<file path="src/rtl/input_event_feeder_if.sv">
// Event bus between the host/sensor side and the monitor-facing feeder:
// the strobe plus value going in, and the x/newX pair going out.
interface input_event_feeder_if #(
   parameter int DATA_WIDTH = 64
);
   logic                         s_valid;
   logic signed [DATA_WIDTH-1:0] s_data;
   logic signed [DATA_WIDTH-1:0] x;
   logic                         newX;

   modport master (output s_valid, output s_data, input x, input newX);
   modport slave  (input s_valid, input s_data, output x, output newX);
endinterface

</file>
<file path="src/rtl/input_event_feeder.sv">
// Buffers non-stallable input events in a FIFO and replays each one to the
// monitor as a fixed-width newX pulse followed by a guaranteed idle gap.
module input_event_feeder #(
   parameter int DATA_WIDTH  = 64,
   parameter int DEPTH       = 8,
   parameter int HOLD_CYCLES = 4,
   parameter int GAP_CYCLES  = 4
) (
   input  logic                     clk,
   input  logic                     rst,
   input  logic                     en,
   input_event_feeder_if.slave      ev,
   output logic [$clog2(DEPTH):0]   level,
   output logic                     full,
   output logic                     overflow,
   output logic [15:0]              drop_count
);
   localparam int PTR_W   = $clog2(DEPTH);
   localparam int LVL_W   = PTR_W + 1;
   localparam int MAX_CNT = (HOLD_CYCLES > GAP_CYCLES) ? HOLD_CYCLES : GAP_CYCLES;
   localparam int CNT_W   = (MAX_CNT > 1) ? $clog2(MAX_CNT) : 1;
   localparam logic [CNT_W-1:0] HOLD_INIT = CNT_W'(HOLD_CYCLES - 1);
   localparam logic [CNT_W-1:0] GAP_INIT  = CNT_W'(GAP_CYCLES - 1);

   typedef enum logic [1:0] {IDLE, HOLD, GAP} state_t;

   function automatic logic [15:0] sat_inc(input logic [15:0] v);
      return (v == 16'hFFFF) ? v : v + 16'd1;
   endfunction

   state_t                       state_q, state_d;
   logic [CNT_W-1:0]             cnt_q, cnt_d;
   logic signed [DATA_WIDTH-1:0] x_q, x_d;
   logic                         newx_q, newx_d;
   logic [PTR_W-1:0]             wr_ptr_q, rd_ptr_q;
   logic [LVL_W-1:0]             level_q, level_d;
   logic                         ovf_q;
   logic [15:0]                  drop_q;
   logic signed [DATA_WIDTH-1:0] mem_q [DEPTH];

   logic pop_req, pop, push, drop, full_w;

   assign full_w = (level_q == LVL_W'(DEPTH));

   always_comb begin
      state_d = state_q;
      cnt_d   = cnt_q;
      pop_req = 1'b0;
      unique case (state_q)
         IDLE: begin
            if (level_q != '0) begin
               pop_req = 1'b1;
               state_d = HOLD;
               cnt_d   = HOLD_INIT;
            end
         end
         HOLD: begin
            if (cnt_q == '0) begin
               state_d = GAP;
               cnt_d   = GAP_INIT;
            end else begin
               cnt_d = cnt_q - CNT_W'(1);
            end
         end
         GAP: begin
            // Back-to-back events skip IDLE so the steady-state period is HOLD+GAP.
            if (cnt_q == '0) begin
               if (level_q != '0) begin
                  pop_req = 1'b1;
                  state_d = HOLD;
                  cnt_d   = HOLD_INIT;
               end else begin
                  state_d = IDLE;
               end
            end else begin
               cnt_d = cnt_q - CNT_W'(1);
            end
         end
         default: state_d = IDLE;
      endcase
   end

   always_comb begin
      pop    = en & pop_req;
      push   = en & ev.s_valid & (~full_w | pop);
      drop   = en & ev.s_valid & full_w & ~pop;
      newx_d = (state_d == HOLD);
      x_d    = pop ? mem_q[rd_ptr_q] : x_q;
      unique case ({push, pop})
         2'b10:   level_d = level_q + LVL_W'(1);
         2'b01:   level_d = level_q - LVL_W'(1);
         default: level_d = level_q;
      endcase
   end

   always_ff @(posedge clk) begin
      if (rst) begin
         state_q  <= IDLE;
         cnt_q    <= '0;
         x_q      <= '0;
         newx_q   <= 1'b0;
         wr_ptr_q <= '0;
         rd_ptr_q <= '0;
         level_q  <= '0;
         ovf_q    <= 1'b0;
         drop_q   <= '0;
      end else if (en) begin
         state_q <= state_d;
         cnt_q   <= cnt_d;
         x_q     <= x_d;
         newx_q  <= newx_d;
         level_q <= level_d;
         if (push) wr_ptr_q <= wr_ptr_q + PTR_W'(1);
         if (pop)  rd_ptr_q <= rd_ptr_q + PTR_W'(1);
         if (drop) begin
            ovf_q  <= 1'b1;
            drop_q <= sat_inc(drop_q);
         end
      end
   end

   // Storage carries no reset; emptiness is defined by the pointers and level.
   always_ff @(posedge clk) begin
      if (!rst && push) mem_q[wr_ptr_q] <= ev.s_data;
   end

   assign ev.x       = x_q;
   assign ev.newX    = newx_q;
   assign level      = level_q;
   assign full       = full_w;
   assign overflow   = ovf_q;
   assign drop_count = drop_q;
endmodule

</file>
<file path="src/flat_wrapper.sv">
// flat-port wrapper written by rule: the top's interface ports become plain ports
module input_event_feeder_flat 
#(
   parameter int DATA_WIDTH  = 64,
   parameter int DEPTH       = 8,
   parameter int HOLD_CYCLES = 4,
   parameter int GAP_CYCLES  = 4
)
  (clk, rst, en, level, full, overflow, drop_count, ev_s_valid, ev_s_data, ev_x, ev_newX);
  input_event_feeder_if #(.DATA_WIDTH(DATA_WIDTH)) ev_i ();
  input  logic clk;
  input  logic rst;
  input  logic en;
  output logic [$clog2(DEPTH):0] level;
  output logic full;
  output logic overflow;
  output logic [15:0] drop_count;
  input wire logic [$bits(ev_i.s_valid)-1:0] ev_s_valid;
  input wire logic [$bits(ev_i.s_data)-1:0] ev_s_data;
  output wire logic [$bits(ev_i.x)-1:0] ev_x;
  output wire logic [$bits(ev_i.newX)-1:0] ev_newX;
  assign ev_i.s_valid = ev_s_valid;
  assign ev_i.s_data = ev_s_data;
  assign ev_x = ev_i.x;
  assign ev_newX = ev_i.newX;
  input_event_feeder #(.DATA_WIDTH(DATA_WIDTH), .DEPTH(DEPTH), .HOLD_CYCLES(HOLD_CYCLES), .GAP_CYCLES(GAP_CYCLES)) u_core (.clk(clk), .rst(rst), .en(en), .ev(ev_i), .level(level), .full(full), .overflow(overflow), .drop_count(drop_count));
endmodule
</file>
<file path="config.mk">
export PLATFORM = sky130hd
export DESIGN_NAME = input_event_feeder_flat
export DESIGN_NICKNAME = d
export VERILOG_FILES = /design/src/rtl/input_event_feeder_if.sv /design/src/rtl/input_event_feeder.sv /design/src/flat_wrapper.sv
export SDC_FILE = /design/constraint.sdc
export NUM_CORES = 1
export LEC_CHECK = 0
export ABC_AREA = 1
export ABC_CLOCK_PERIOD_IN_PS = 15300
export CAP_MARGIN = 30
export CELL_PAD_IN_SITES_DETAIL_PLACEMENT = 0
export CELL_PAD_IN_SITES_GLOBAL_PLACEMENT = 1
export CORE_MARGIN = 1
export CORE_UTILIZATION = 45
export CTS_BUF_LIST = sky130_fd_sc_hd__clkbuf_8
export DETAILED_ROUTE_END_ITERATION = 8
export PLACE_DENSITY = 0.81
export SYNTH_ARGS = -nofsm -noshare
export SYNTH_HDL_FRONTEND = slang
export SYNTH_SLANG_ARGS = --single-unit
</file>
<file path="constraint.sdc">
create_clock -name clk -period 15.3 [get_ports clk]
set_input_delay 3.06 -clock clk [delete_from_list [all_inputs] [get_ports clk]]
set_output_delay 3.06 -clock clk [all_outputs]
set_load 0.02 [all_outputs]
</file>
# Word level (Yosys, flattened, before mapping)
# Memory sizes are Yosys's and may differ from the RTL's. A register that Yosys moved wholly into a read port is not among the register bits.
# Index checks and enable logic that the tools add are counted.
totals:
  ff_bits: 32
  mem_bits_rw: 512
  in_bits: 68
  output_inout_bits: 87
  elab_cells: 59
  memories: 1
op_classes:
  add_sub_neg: 6
  eq_ne: 7
  n_mux: 15
  bitwise: 9
  n_reduce_logical: 13
memory_table:
  columns: ["name", "words", "word_bits", "rd", "rd_ports_with_merged_regs", "write_ports", "line", "text"]
  rows:
  - ["u_core.mem_q", 8, 64, 1, 1, 1, "input_event_feeder.sv:39", "logic signed [DATA_WIDTH-1:0] mem_q [DEPTH];"]
ops:
  columns: ["cell", "count"]
  rows:
  - ["adder 16 x 1 -> 16 bit, second input constant", 1]
  - ["equality test 16 bit, second input constant", 1]
  - ["two-way mux 2 bit", 6]
  - ["one-hot mux 2 bit (3 select lines)", 2]
  - ["AND reduction 2 bit", 5]
  - ["one-hot mux 4 bit (2 select lines)", 1]
  - ["adder 3 x 1 -> 3 bit, second input constant", 2]
  - ["equality test 2 x 1 -> 1 bit, second input constant", 3]
  - ["bitwise AND 1 bit", 5]
  - ["two-way mux 1 bit", 5]
  - ["adder 4 x 1 -> 4 bit, second input constant", 1]
  - ["equality test 2 bit, second input constant", 2]
  - ["equality test 4 bit, second input constant", 1]
  - ["zero test 2 bit", 2]
  - ["nonzero test 4 bit", 1]
  - ["subtractor 4 x 1 -> 4 bit, second input constant", 1]
  - ["inverter 1 bit", 3]
  - ["AND reduction 3 bit", 1]
  - ["nonzero test 3 bit", 1]
  - ["one-hot mux 1 bit (2 select lines)", 1]
  - ["nonzero test 2 bit", 1]
  - ["subtractor 2 x 1 -> 2 bit, second input constant", 1]
  - ["logical AND 1 bit", 1]
  - ["zero test 1 bit", 1]
  - ["bitwise OR 1 bit", 1]

# Depth between registers and ports, before layout
# Gate-level depths: netlist of the first run.
logic_depth:
  ltp_word: 10
  ltp_mapped: 16
  depth_no_buf: 16

# Least setup slack after synthesis of the first run
# No wires, ideal clock.
synth_path:
  path_type: "input-to-reg"
  from: "input port ev_s_valid"
  to: "memory u_core.mem_q[6][0], enable pin"
  setup_ns: 0.565
  t_arrival_ns: 7.853
  required_ns: 14.735
  path_slack_ns: 6.882
  path_stages: 6
  n_path_buf: 0
  cell_sequence: "nand2_1 > inv_1 > nand2_1 > inv_1 > nand2_1 > nor3_1"
synth_between:
  elab_chain_cells: 5
synth_rtl:
  columns: ["element", "line", "text"]
  rows:
  - ["start, declared", "flat_wrapper.sv:18", "input wire logic [$bits(ev_i.s_valid)-1:0] ev_s_valid;"]
  - ["bitwise AND 1 bit (2 in series)", "input_event_feeder.sv:85", "push = en & ev.s_valid & (~full_w | pop);"]
  - ["logical AND 1 bit", "input_event_feeder.sv:124", "if (!rst && push) mem_q[wr_ptr_q] <= ev.s_data;"]
  - ["two-way mux 1 bit", "input_event_feeder.sv:124", null]
  - ["two-way mux 1 bit (not written as such)", "input_event_feeder.sv:124", null]
  - ["end, declared", "input_event_feeder.sv:39", null]
# Every way passes these cells.

# Worst setup path in the final report of the first run
layout_path:
  from: "input port en"
  to: "memory u_core.mem_q[5][28], enable pin"
layout_between:
  elab_chain_cells: 6
  elab_cells_between_ends: 7
  cone_classes: "mux (2); bitwise (4); reduce/logical (1)"
layout_rtl:
  columns: ["element", "line", "text"]
  rows:
  - ["start, declared", "flat_wrapper.sv:13", "input logic en;"]
  - ["bitwise AND 1 bit", "input_event_feeder.sv:84", "pop = en & pop_req;"]
  - ["bitwise OR 1 bit", "input_event_feeder.sv:85", null]
  - ["bitwise AND 1 bit (*)", "input_event_feeder.sv:85", null]
  - ["logical AND 1 bit (*)", "input_event_feeder.sv:124", null]
  - ["two-way mux 1 bit (*)", "input_event_feeder.sv:124", null]
  - ["two-way mux 1 bit (not written as such) (*)", "input_event_feeder.sv:124", null]
# Mark *: on every way between the ends. The rest lies on a longest branch, timed or not.

==> results by group, run 1 <==
Status
  • Status: finished, final reports clean

Drt
  • Via count: 15400
  • DR DRC count: 0
  • Routed WL: just over 50000 um
  • Via/cell ratio: around 5.3
  • First-pass DRT Iterations: 5
  • DRT antenna net count: 0
  • Routed len/inst: 17.8 um
  • Initial DRC count: approximately 1200

Setup path
  • Worst path max stage delay: 0.56 ns
  • CP bufs+invs: 5
  • Worst Setup End Kind: flip-flop
  • CP Cell Sequence: clkdlybuf4s50_1 > nand2_1 > inv_1 > nand2_1 > inv_1 > nand3_1 > nor2_4 > buf_4 > buf_16
  • Crit Path Class: primary input to flip-flop
  • Critical Path AT: 5.49 ns
  • CP top delay family: buffers and inverters
  • Largest fanout on the critical path: 34
  • Setup crit start: en
  • Slowest cell on the critical path: clkdlybuf4s50_1
  • Startpoint Class: primary input
  • Worst reg2reg path startpoint: u_core.rd_ptr_q[0]
  • CP required: 15.65 ns

Power and ir drop
  • Part of the power in registers: 42.9%
  • Power, Total: between 4 and 5 mW
  • Sw power: between 1.5 and 2 mW
  • Switching part of the total: 33.7%
  • Peak VDD IR: 0.103 mV
  • Power per cell area: 168 nW/um^2
  • P_leak: between 9 and 10 nW
  • Pint: 3.13 mW
  • Clock Power Share: 28.7%
  • Comb pwr share: between 20% and 30%

Floorplanning
  • Core ar.: around 53000 um^2
  • Total I/O pin count: ~160
  • Width of the chip: 233 um
  • Effective utilization at floorplan: 45.6%
  • Die ar.: 54300 um^2
  • Die H: 233 um
  • Row cnt: 84

GRT
  • Vias in the first global route: ~15000
  • Antenna violations before repair: 8
  • Total Routing Usage GR: 19.2%
  • First-pass GRT wire length: around 80000 um
  • Largest net degree at the start of global routing: between 100 and 150
  • Grt ovf: 0

Clock network
  • CTS Sinks: 608
  • Post-cts sizing count: 0
  • Clock edge transition at the registers on the reported setup and hold paths: 0.06 ns
  • Clock root buffer: clkbuf_8
  • Clock Tree Buf Depth: 3
  • Post-CTS Setup Bufs: 0
  • CTS Buf Count: 97
  • Clock latency on the worst-skew pair: around 0.7 ns
  • H-tree depth: 3
  • Hold_buf cts: 0
  • CTS tree: done

Timing
  • RSZ-0062 raised after global routing: no
  • Worst-Margin Slew: 1.03 ns
  • Rel. slew slack: 31.6%
  • Final setup TNS: 0 ns
  • Final setup viols: 0
  • Top achievable clock speed: 195 MHz
  • Tmin final: roughly 5.1 ns
  • Hold Slack: 0.473 ns
  • Fin crit share: 33.6%
  • Max-slew violation count: 0
  • Final hold vios: 0
  • Setup Skew: between 0.03 and 0.04 ns

Logic synthesis
  • Primary FF master, synth: edfxtp_1
  • Top-count cell post-synth: edfxtp_1
  • Avg Synthesized Cell Area: roughly 12 um^2
  • Post-synthesis sequential area ratio: between 70 and 80%
  • Post-synth top area share: 64.0%
  • Ys Warns: 0
  • Number of synthesized flops with an enable pin: 512
  • Top cells by area, synth: edfxtp_1 (64%), dfxtp_1 (8.0%), o21ai_0 (5.7%)
  • Synthesized Nets: 2047
  • Synth Area in Compound Gates: 15.6%
  • Post-synthesis mux area share: 0%
  • Synth Area in Adders: 0.657%
  • Largest area contributor in the netlist: edfxtp_1
  • Top post-synthesis cells by count: edfxtp_1 (512), o21ai_0 (273), a21oi_1 (215)
  • Yosys reg bits: between 600 and 700
  • Synth Area in Simple Gates: 6.02%
  • Synth cell types: 34
  • Main combinational cell family by area after synthesis: compound AO/OA/AOI/OAI gates
  • Cell area after synthesis: about 24000 um^2
  • Syn Inst Count: ~2000
  • FFs w/ async S/R, synth: 0%
  • Synth Area in XOR/XNOR: less than 1%

Placement
  • Placer congestion estimate: between 0.7 and 0.8
  • Port Buffers: 154
  • Dpl hpwl: 28000 um
  • DP Area: between 20000 and 30000 um^2

Cells and area
  • Finished Core Util: 53.4%
  • P&R area growth vs syn: 17.2%
  • Layout cells sized above 1: 8.20%
  • Final nets: 2203
  • Final Instance Area: 28100 um^2

Worst hold path
  • Hold WC Path Type: flip-flop to flip-flop
  • Hold path start: u_core.ev.newX

Run
  • Max_cap viols: 0
[worst reg2reg max path, stage by stage (launching register included)]
cell and delay (ns):
dfxtp_4 0.91, buf_4 0.82, buf_4 0.93, o21ai_0 0.26, o211ai_1 0.22, nand2_1 0.17, a21oi_1 0.16
[layout make-up]
| cell class | count | area (um^2) |
|---|---|---|
| Fill cell | 4358 | 24500 |
| Clock inverter | 72 | 433 |
| Tap cell | 688 | 861 |
| Antenna cell | 1 | 2.50 |
| Inverter | 169 | 638 |
| Clock buffer | 110 | 1510 |
| Multi-Input combinational cell | 1065 | 5470 |
| Sequential cell | 608 | 17300 |
| Timing Repair Buffer | 182 | 1910 |
[per-stage QoR]
step	std cells	worst slack, ns
after floorplan	1967	6.88
after global placement	2703	9.21
after detailed placement	2711	9.51
after CTS	2893	10.15
after global routing	2895	10.03
final	2895	10.16
[layer usage]
metal	vias to the layer above	global-route usage [%]	routed length (um)
met5	-	0	81
met3	105	4.46	2880
met1	7477	25.4	23000
li1	7403	-	-
met2	380	30.8	24500
met4	14	6.88	1110
[cells in the final DEF (no fill, tap or decap), types with 2 or more instances in the layout]
cell             netlist  layout
a21oi_1              215     215
buf_12                 0       3
buf_16                 0       6
buf_4                 12      19
bufinv_16              0       4
clkbuf_8               0     110
clkdlybuf4s50_1        0     154
clkinv_1               1      20
clkinv_2               0      11
dfxtp_1               96      93
dfxtp_4                0       3
edfxtp_1             512     512
ha_1                  11      11
inv_1                166     198
inv_2                  2       2
nand2_1              153     153
nand2_2                3       3
nand3_1               20      20
nand4_1                4       4
nor2_1               169     165
nor2_4                 3       7
nor3_1                 6       2
nor3_2                 0       4
o211ai_1             128     128
o21ai_0              273     273
o21ai_1               63      63
xnor2_1                2       2
xor2_1                 6       6
[kinds of logic after synthesis]
| kind of cell | count (synthesis) |
|---|---|
| flip-flops | 608 |
| buffers and inverters | 294 |
| XOR/XNOR | 8 |
| AO/OA/AOI/OAI | 683 |
| AND/OR/NAND/NOR | 362 |
| adder cells (fa/ha/maj) | 12 |
[flip-flops by register name (all words and copies together) (netlist names)]
signal,count
u_core.rd_ptr_q,3
u_core.mem_q,512
u_core.wr_ptr_q,3
u_core.overflow,1
u_core.ev.newX,1
u_core.cnt_q,2
u_core.ev.x,64
u_core.level,4
u_core.drop_count,16
u_core.state_q,2
[final timing paths]
kind / end / slack [ns] / cells after the start
setup / recovery: u_core.mem_q[5][28] / 10.16 / 9
hold / removal: u_core.ev.newX / 0.47 / 2
setup reg to reg: u_core.ev.x[47] / 11.78 / 6
hold reg to reg: u_core.ev.newX / 0.47 / 2
[power by group through the flow]
stage,combinational (mW),clock (mW),sequential (mW)
after detailed placement,1.36,0,2.06
after global routing,1.51,1.46,2.04
after CTS,1.36,1.39,2.03
final,1.35,1.35,2.03
after global placement,1.31,0,2.06
after floorplan,0.868,0,2.11
Note: power is estimated with default switching activity, not from simulation.
==> inputs of run 2 (changes only) <==
--- a/config.mk
+++ b/config.mk
@@ -6,7 +6,7 @@
 export NUM_CORES = 1
 export LEC_CHECK = 0
 export ABC_AREA = 1
-export ABC_CLOCK_PERIOD_IN_PS = 15300
+export ABC_CLOCK_PERIOD_IN_PS = 4900
 export CAP_MARGIN = 30
 export CELL_PAD_IN_SITES_DETAIL_PLACEMENT = 0
 export CELL_PAD_IN_SITES_GLOBAL_PLACEMENT = 1
==> constraint.sdc (replaced) <==
create_clock -name clk -period 4.9 [get_ports clk]
set_input_delay 0.98 -clock clk [delete_from_list [all_inputs] [get_ports clk]]
set_output_delay 0.98 -clock clk [all_outputs]
set_load 0.02 [all_outputs]
==> run 2 against run 1 <==
  * Die area unchanged
  * Non-clock buffer count decreased by 3
  * Sequential power increased to 3.1 times the previous value
  * Register-to-register slack got worse by 9.8 ns
  * Power increased to 3.1 times the previous value
  * Design area decreased by 0.28%
  * Core utilization decreased by 0.15 points
  * Clock power increased to 3.1 times the previous value
==> results by group, run 2 (same netlist as run 1, synthesis figures left out) <==
Clock network
  • CTS tree: done
  • Clock latency on the worst-skew pair: 0.69 ns
  • Post-CTS Setup Bufs: 0
  • Clock Tree Buf Depth: 3
  • Clock edge transition at the registers on the reported setup and hold paths: roughly 0.050 ns
  • H-tree depth: 3
  • CTS Sinks: 608
  • Hold_buf cts: 0
  • Post-cts sizing count: 0
  • CTS Buf Count: 97
  • Clock root buffer: clkbuf_8

Floorplanning
  • Effective utilization at floorplan: 45.6%
  • Row cnt: 84
  • Die ar.: between 50000 and 60000 um^2
  • Die H: between 200 and 250 um
  • Width of the chip: 233 um
  • Total I/O pin count: about 160
  • Core ar.: 52700 um^2

GRT
  • Vias in the first global route: 14900
  • Antenna violations before repair: 7
  • Grt ovf: 0
  • First-pass GRT wire length: slightly above 80000 um
  • Total Routing Usage GR: between 15 and 20%
  • Largest net degree at the start of global routing: around 220

Cells and area
  • Most common cell after layout, fill and taps aside: edfxtp_1
  • Final nets: 2200
  • Layout cells sized above 1: under 10%
  • Final non-filler cell total: 2891
  • Largest register FFs: between 500 and 600
  • Finished Core Util: 53.3%
  • Commonest cells after routing, fill and taps aside: edfxtp_1 (512), o21ai_0 (273), a21oi_1 (215)
  • P&R area growth vs syn: 16.9%
  • Biggest register: u_core.mem_q
  • Final Instance Area: ~28000 um^2

Run
  • Max_cap viols: 0

Setup path
  • Largest fanout on the critical path: 31
  • Critical Path AT: 3.36 ns
  • Worst Setup End Kind: flip-flop
  • CP top delay family: simple AND/OR/NAND/NOR gates
  • Crit. path cell count: 8
  • Startpoint Class: primary input
  • Worst path max stage delay: 0.66 ns
  • Crit Path Class: primary input to flip-flop
  • Slowest cell on the critical path: nor2_4
  • CP required: 5.24 ns
  • CP bufs+invs: 4
  • CP Cell Sequence: clkdlybuf4s50_1 > nand2_1 > inv_1 > nand2_1 > inv_1 > nand3_1 > nor2_4 > buf_12
  • Depth of the most critical reg-to-reg path: 11

Placement
  • Placer congestion estimate: 0.801
  • DP Area: ~26000 um^2
  • Inst Count DP: 2709
  • Dpl hpwl: around 28000 um
  • Port Buffers: 154

Worst hold path
  • Hold WC Path Type: flip-flop to flip-flop
  • Hold path depth: 1

Timing
  • Final setup viols: 0
  • Final hold vios: 0
  • Final setup TNS: 0 ns
  • Top achievable clock speed: between 300 and 400 MHz
  • Setup Skew: 0.0467 ns
  • Fin crit share: 61.8%
  • Rel. slew slack: 28.4%
  • RSZ-0062 raised after global routing: no
  • Worst-Margin Slew: 1.07 ns
  • Max-slew violation count: 0
  • Tmin final: 3.03 ns

Drt
  • Initial DRC count: 1429
  • DR DRC count: 0
  • Routed len/inst: around 18 um
  • Via/cell ratio: 5.36
  • DRT antenna net count: 0
  • Routed WL: 52500 um
  • First-pass DRT Iterations: 5
  • Via count: 15500

Power and ir drop
  • Power per cell area: 526 nW/um^2
  • Peak VDD IR: 0.376 mV
  • P_leak: 9.66 nW

Status
  • Status: finished, final reports clean
-- run 2: area by class of cell --
type | instances | area [um^2]
Inverter | 169 | 638
Clock inverter | 69 | 392
Fill cell | 4390 | 24600
Sequential cell | 608 | 17300
Antenna cell | 2 | 5.00
Multi-Input combinational cell | 1065 | 5470
Tap cell | 688 | 861
Timing Repair Buffer | 179 | 1850
Clock buffer | 111 | 1530
-- run 2: report_power, final --
part	total, mW	internal [mW]	leakage, nW	switching, mW
clock network	4.21	2.21	1.11	2.00
logic	4.21	1.53	3.14	2.68
registers	6.36	5.97	5.40	0.389
total	14.8	9.70	9.66	5.07
-- run 2: layer usage --
layer | vias to the layer above | global-route usage (%) | wire length (um)
met5 | - | 0 | 63
met3 | 127 | 4.15 | 3340
met2 | 517 | 30.7 | 24300
met1 | 7441 | 26.4 | 23400
met4 | 10 | 7.64 | 1520
li1 | 7400 | - | -
-- run 2: stage by stage --
stage               hold slack, ns  setup WS [ns]  total power, mW
floorplan                    0.486          -1.44             9.31
detailed placement           0.453           1.19             10.7
global route                 0.497           1.70             15.6
CTS                          0.465           1.90             14.9
finish                       0.460           1.87             14.8
global placement             0.451           1.24             10.6
-- run 2: worst paths after layout --
path / end / from / slack (ns)
max reg2reg: u_core.mem_q[5][17] / u_core.cnt_q[0] / 1.95
max: u_core.mem_q[5][17] / en / 1.87
min reg2reg: u_core.overflow / u_core.overflow / 0.46
min: u_core.overflow / u_core.overflow / 0.46
-- run 2: worst reg2reg max path, cell delays in order, from the launching register on --
cell     delay, ns
dfxtp_1       0.31
inv_1         0.10
ha_1          0.24
nand2_1       0.12
nand2_2       0.10
nand2_2       0.09
nand2_1       0.09
nand2_1       0.13
inv_1         0.14
nand3_1       0.32
nor2_4        0.67
buf_12        0.33
==> inputs of run 3 (changes only) <==
--- a/config.mk
+++ b/config.mk
@@ -6,7 +6,7 @@
 export NUM_CORES = 1
 export LEC_CHECK = 0
 export ABC_AREA = 1
-export ABC_CLOCK_PERIOD_IN_PS = 4900
+export ABC_CLOCK_PERIOD_IN_PS = 3100
 export CAP_MARGIN = 30
 export CELL_PAD_IN_SITES_DETAIL_PLACEMENT = 0
 export CELL_PAD_IN_SITES_GLOBAL_PLACEMENT = 1
==> constraint.sdc (replaced) <==
create_clock -name clk -period 3.1 [get_ports clk]
set_input_delay 0.62 -clock clk [delete_from_list [all_inputs] [get_ports clk]]
set_output_delay 0.62 -clock clk [all_outputs]
set_load 0.02 [all_outputs]
==> run 3 against run 2 <==
  * Die area unchanged
  * Final cell count up 0.42%
  * Setup slack worse by 1.4 ns
  * Wire length up 1.9%
  * Global-route usage up 0.38 points
  * First-iteration DRC count down 14%
  * Highest routed layer unchanged
  * Largest cell class unchanged
  * Via count down 0.20%
  * Non-clock buffer count up 10
  * Critical path depth up 3
  * Sequential share of layout area down 0.56 points
  * Clock skew down 0.023 ns
  * Register-to-register slack worse by 1.5 ns
==> results by group, run 3 (same netlist as run 1, synthesis figures left out) <==
Cells and area
  • Final nets: 2210
  • Most common cell after layout, fill and taps aside: edfxtp_1
  • P&R area growth vs syn: 17.9%
  • Area of the multi-input gates: roughly 5500 um^2
  • Layout cells sized above 1: 9.08%
  • Final Instance Area: 28300 um^2
  • Seq. cell area: 17300 um^2
  • Biggest register: u_core.mem_q
  • Largest register FFs: 512
  • Commonest cells after routing, fill and taps aside: edfxtp_1 (512), o21ai_0 (273), a21oi_1 (215)
  • Final non-filler cell total: 2903
  • Fill count: 4362

Power and ir drop
  • Sw power: 8.01 mW
  • Comb pwr share: 29.3%
  • Part of the power in registers: 41.9%
  • P_leak: 9.77 nW
  • Power, Total: 23.6 mW
  • Power per cell area: approximately 830 nW/um^2
  • Peak VDD IR: about 0.59 mV
  • Switching part of the total: about a third
  • Clock Power Share: 28.7%
  • Pint: 15.6 mW

Worst hold path
  • Hold EP: u_core.overflow
  • Hold path start: u_core.overflow
  • Hold WC Path Type: flip-flop to flip-flop
  • Hold path depth: 1

GRT
  • Grt ovf: 0
  • Largest net degree at the start of global routing: 167
  • Vias in the first global route: 15100
  • Antenna violations before repair: 3
  • First-pass GRT wire length: 82900 um
  • Total Routing Usage GR: 19.9%

Clock network
  • Post-cts sizing count: 0
  • Clock root buffer: clkbuf_8
  • H-tree depth: 3
  • Post-CTS Setup Bufs: 0
  • CTS Buf Count: 97
  • Clock edge transition at the registers on the reported setup and hold paths: 0.06 ns
  • Hold_buf cts: 0
  • Clock latency on the worst-skew pair: approximately 0.7 ns
  • CTS Sinks: 608
  • Clock Tree Buf Depth: 3
  • CTS tree: done

Timing
  • RSZ-0062 raised after global routing: no
  • Rel. slew slack: 36.3%
  • Hold Slack: about 0.47 ns
  • Final hold vios: 0
  • Setup Skew: 0.0233 ns
  • Fin crit share: 85.9%
  • Top achievable clock speed: 376 MHz
  • Max-slew violation count: 0
  • Tmin final: 2.66 ns
  • Worst-Margin Slew: 0.955 ns
  • Final setup viols: 0

Floorplanning
  • Die H: 233 um
  • Die ar.: 54300 um^2
  • Total I/O pin count: 155
  • Effective utilization at floorplan: 45.6%
  • Width of the chip: 233 um
  • Core ar.: 52700 um^2
  • Row cnt: 84

Placement
  • DP Area: 26300 um^2
  • Dpl hpwl: 30700 um
  • Placer congestion estimate: 0.838
  • Port Buffers: 154
  • Inst Count DP: 2719

Setup path
  • Slowest cell on the critical path: dfxtp_1
  • Critical Path AT: about 3 ns
  • Startpoint Class: flip-flop
  • Depth of the most critical reg-to-reg path: 11
  • Reg2reg end: u_core.mem_q[5][34]
  • Worst Setup End Kind: flip-flop
  • CP required: 3.45 ns
  • CP bufs+invs: 3
  • CP Cell Sequence: inv_1 > ha_1 > nand2_1 > nand2_2 > nand2_2 > nand2_1 > nand2_1 > inv_1 > nand3_1 > nor2_4 > buf_12
  • Worst path max stage delay: 0.35 ns
  • CP top delay family: simple AND/OR/NAND/NOR gates
  • Largest fanout on the critical path: 45
  • Crit path top cell by count: nand2_1
  • Setup slack, reg-to-reg: 0.44 ns
  • Worst reg2reg path startpoint: u_core.state_q[0]
  • Crit Path Class: flip-flop to flip-flop

Status
  • Status: finished, final reports clean

Drt
  • DR DRC count: 0
  • DRT antenna net count: 0
  • Initial DRC count: 1235
  • First-pass DRT Iterations: 5
  • Routed WL: between 50000 and 60000 um
  • Via/cell ratio: 5.33
  • Via count: between 15000 and 20000
  • Routed len/inst: about 18 um

Run
  • Max_cap viols: 0
run 3: changes by cell type in the layout (fill, tap and decap cells not counted), moves of 2 or more:
cell	change
buf_12	+8
nor3_2	-4
clkinv_1	-2
buf_4	+2
clkbuf_8	+6
inv_6	-3
nor3_4	+4
run 3: through the flow:
stage | utilization, % | setup TNS, ns | setup WS [ns]
3_3_place_gp | 50.0 | 0 | 0.0626
2_1_floorplan | - | -147.47 | -0.357
4_1_cts | 53.8 | 0 | 0.410
3_5_place_dp | 50.0 | 0 | 0.0549
6_report | 53.8 | 0 | 0.438
5_1_grt | 53.8 | 0 | 0.253
run 3: final cells by class:
class / instances / share of cell area (%)
Sequential cell: 608 / 61.1
Multi-Input combinational cell: 1065 / 19.4
Timing Repair Buffer: 189 / 7.17
Clock buffer: 117 / 5.69
Tap cell: 688 / 3.04
Inverter: 169 / 2.25
Clock inverter: 66 / 1.29
Antenna cell: 1 / 0.00884
run 3: per-layer routing:
layer	vias up	GRT usage (%)	wire length, um	share of wire [%]
li1	7429	-	-	-
met1	7534	25.3	23000	43
met2	415	34.1	26700	50
met3	80	4.00	2840	5.3
met4	6	6.21	1050	2.0
met5	-	0	34	0.063
run 3: power by group through the flow:
stage                     sequential (mW)  combinational [mW]  clock [mW]
after floorplan                      10.4                4.29           0
after detailed placement             10.0                6.96           0
final                                9.88                6.91        6.76
after global placement               10.0                6.85           0
after global routing                 9.96                7.71        7.26
after CTS                            9.89                6.99        6.91
run 3: worst max-delay path by stage:
stage	start	endpoint	slack, ns	cells after the start
after floorplan	rst	u_core.mem_q[1][0]	-0.36	5
after global placement	en	u_core.mem_q[5][55]	0.06	8
after detailed placement	en	u_core.mem_q[5][55]	0.05	8
after CTS	u_core.level[1]	full	0.41	4
after global routing	u_core.state_q[0]	u_core.mem_q[5][49]	0.25	11
final	u_core.state_q[0]	u_core.mem_q[5][34]	0.44	11
run 3: worst reg2reg max path: stages, from the launching register on:
cell and delay [ns]:
dfxtp_1 0.35, inv_1 0.11, ha_1 0.20, nand2_1 0.09
nand2_2 0.09, nand2_2 0.09, nand2_1 0.09, nand2_1 0.19
inv_1 0.17, nand3_1 0.33, nor2_4 0.27, buf_12 0.31
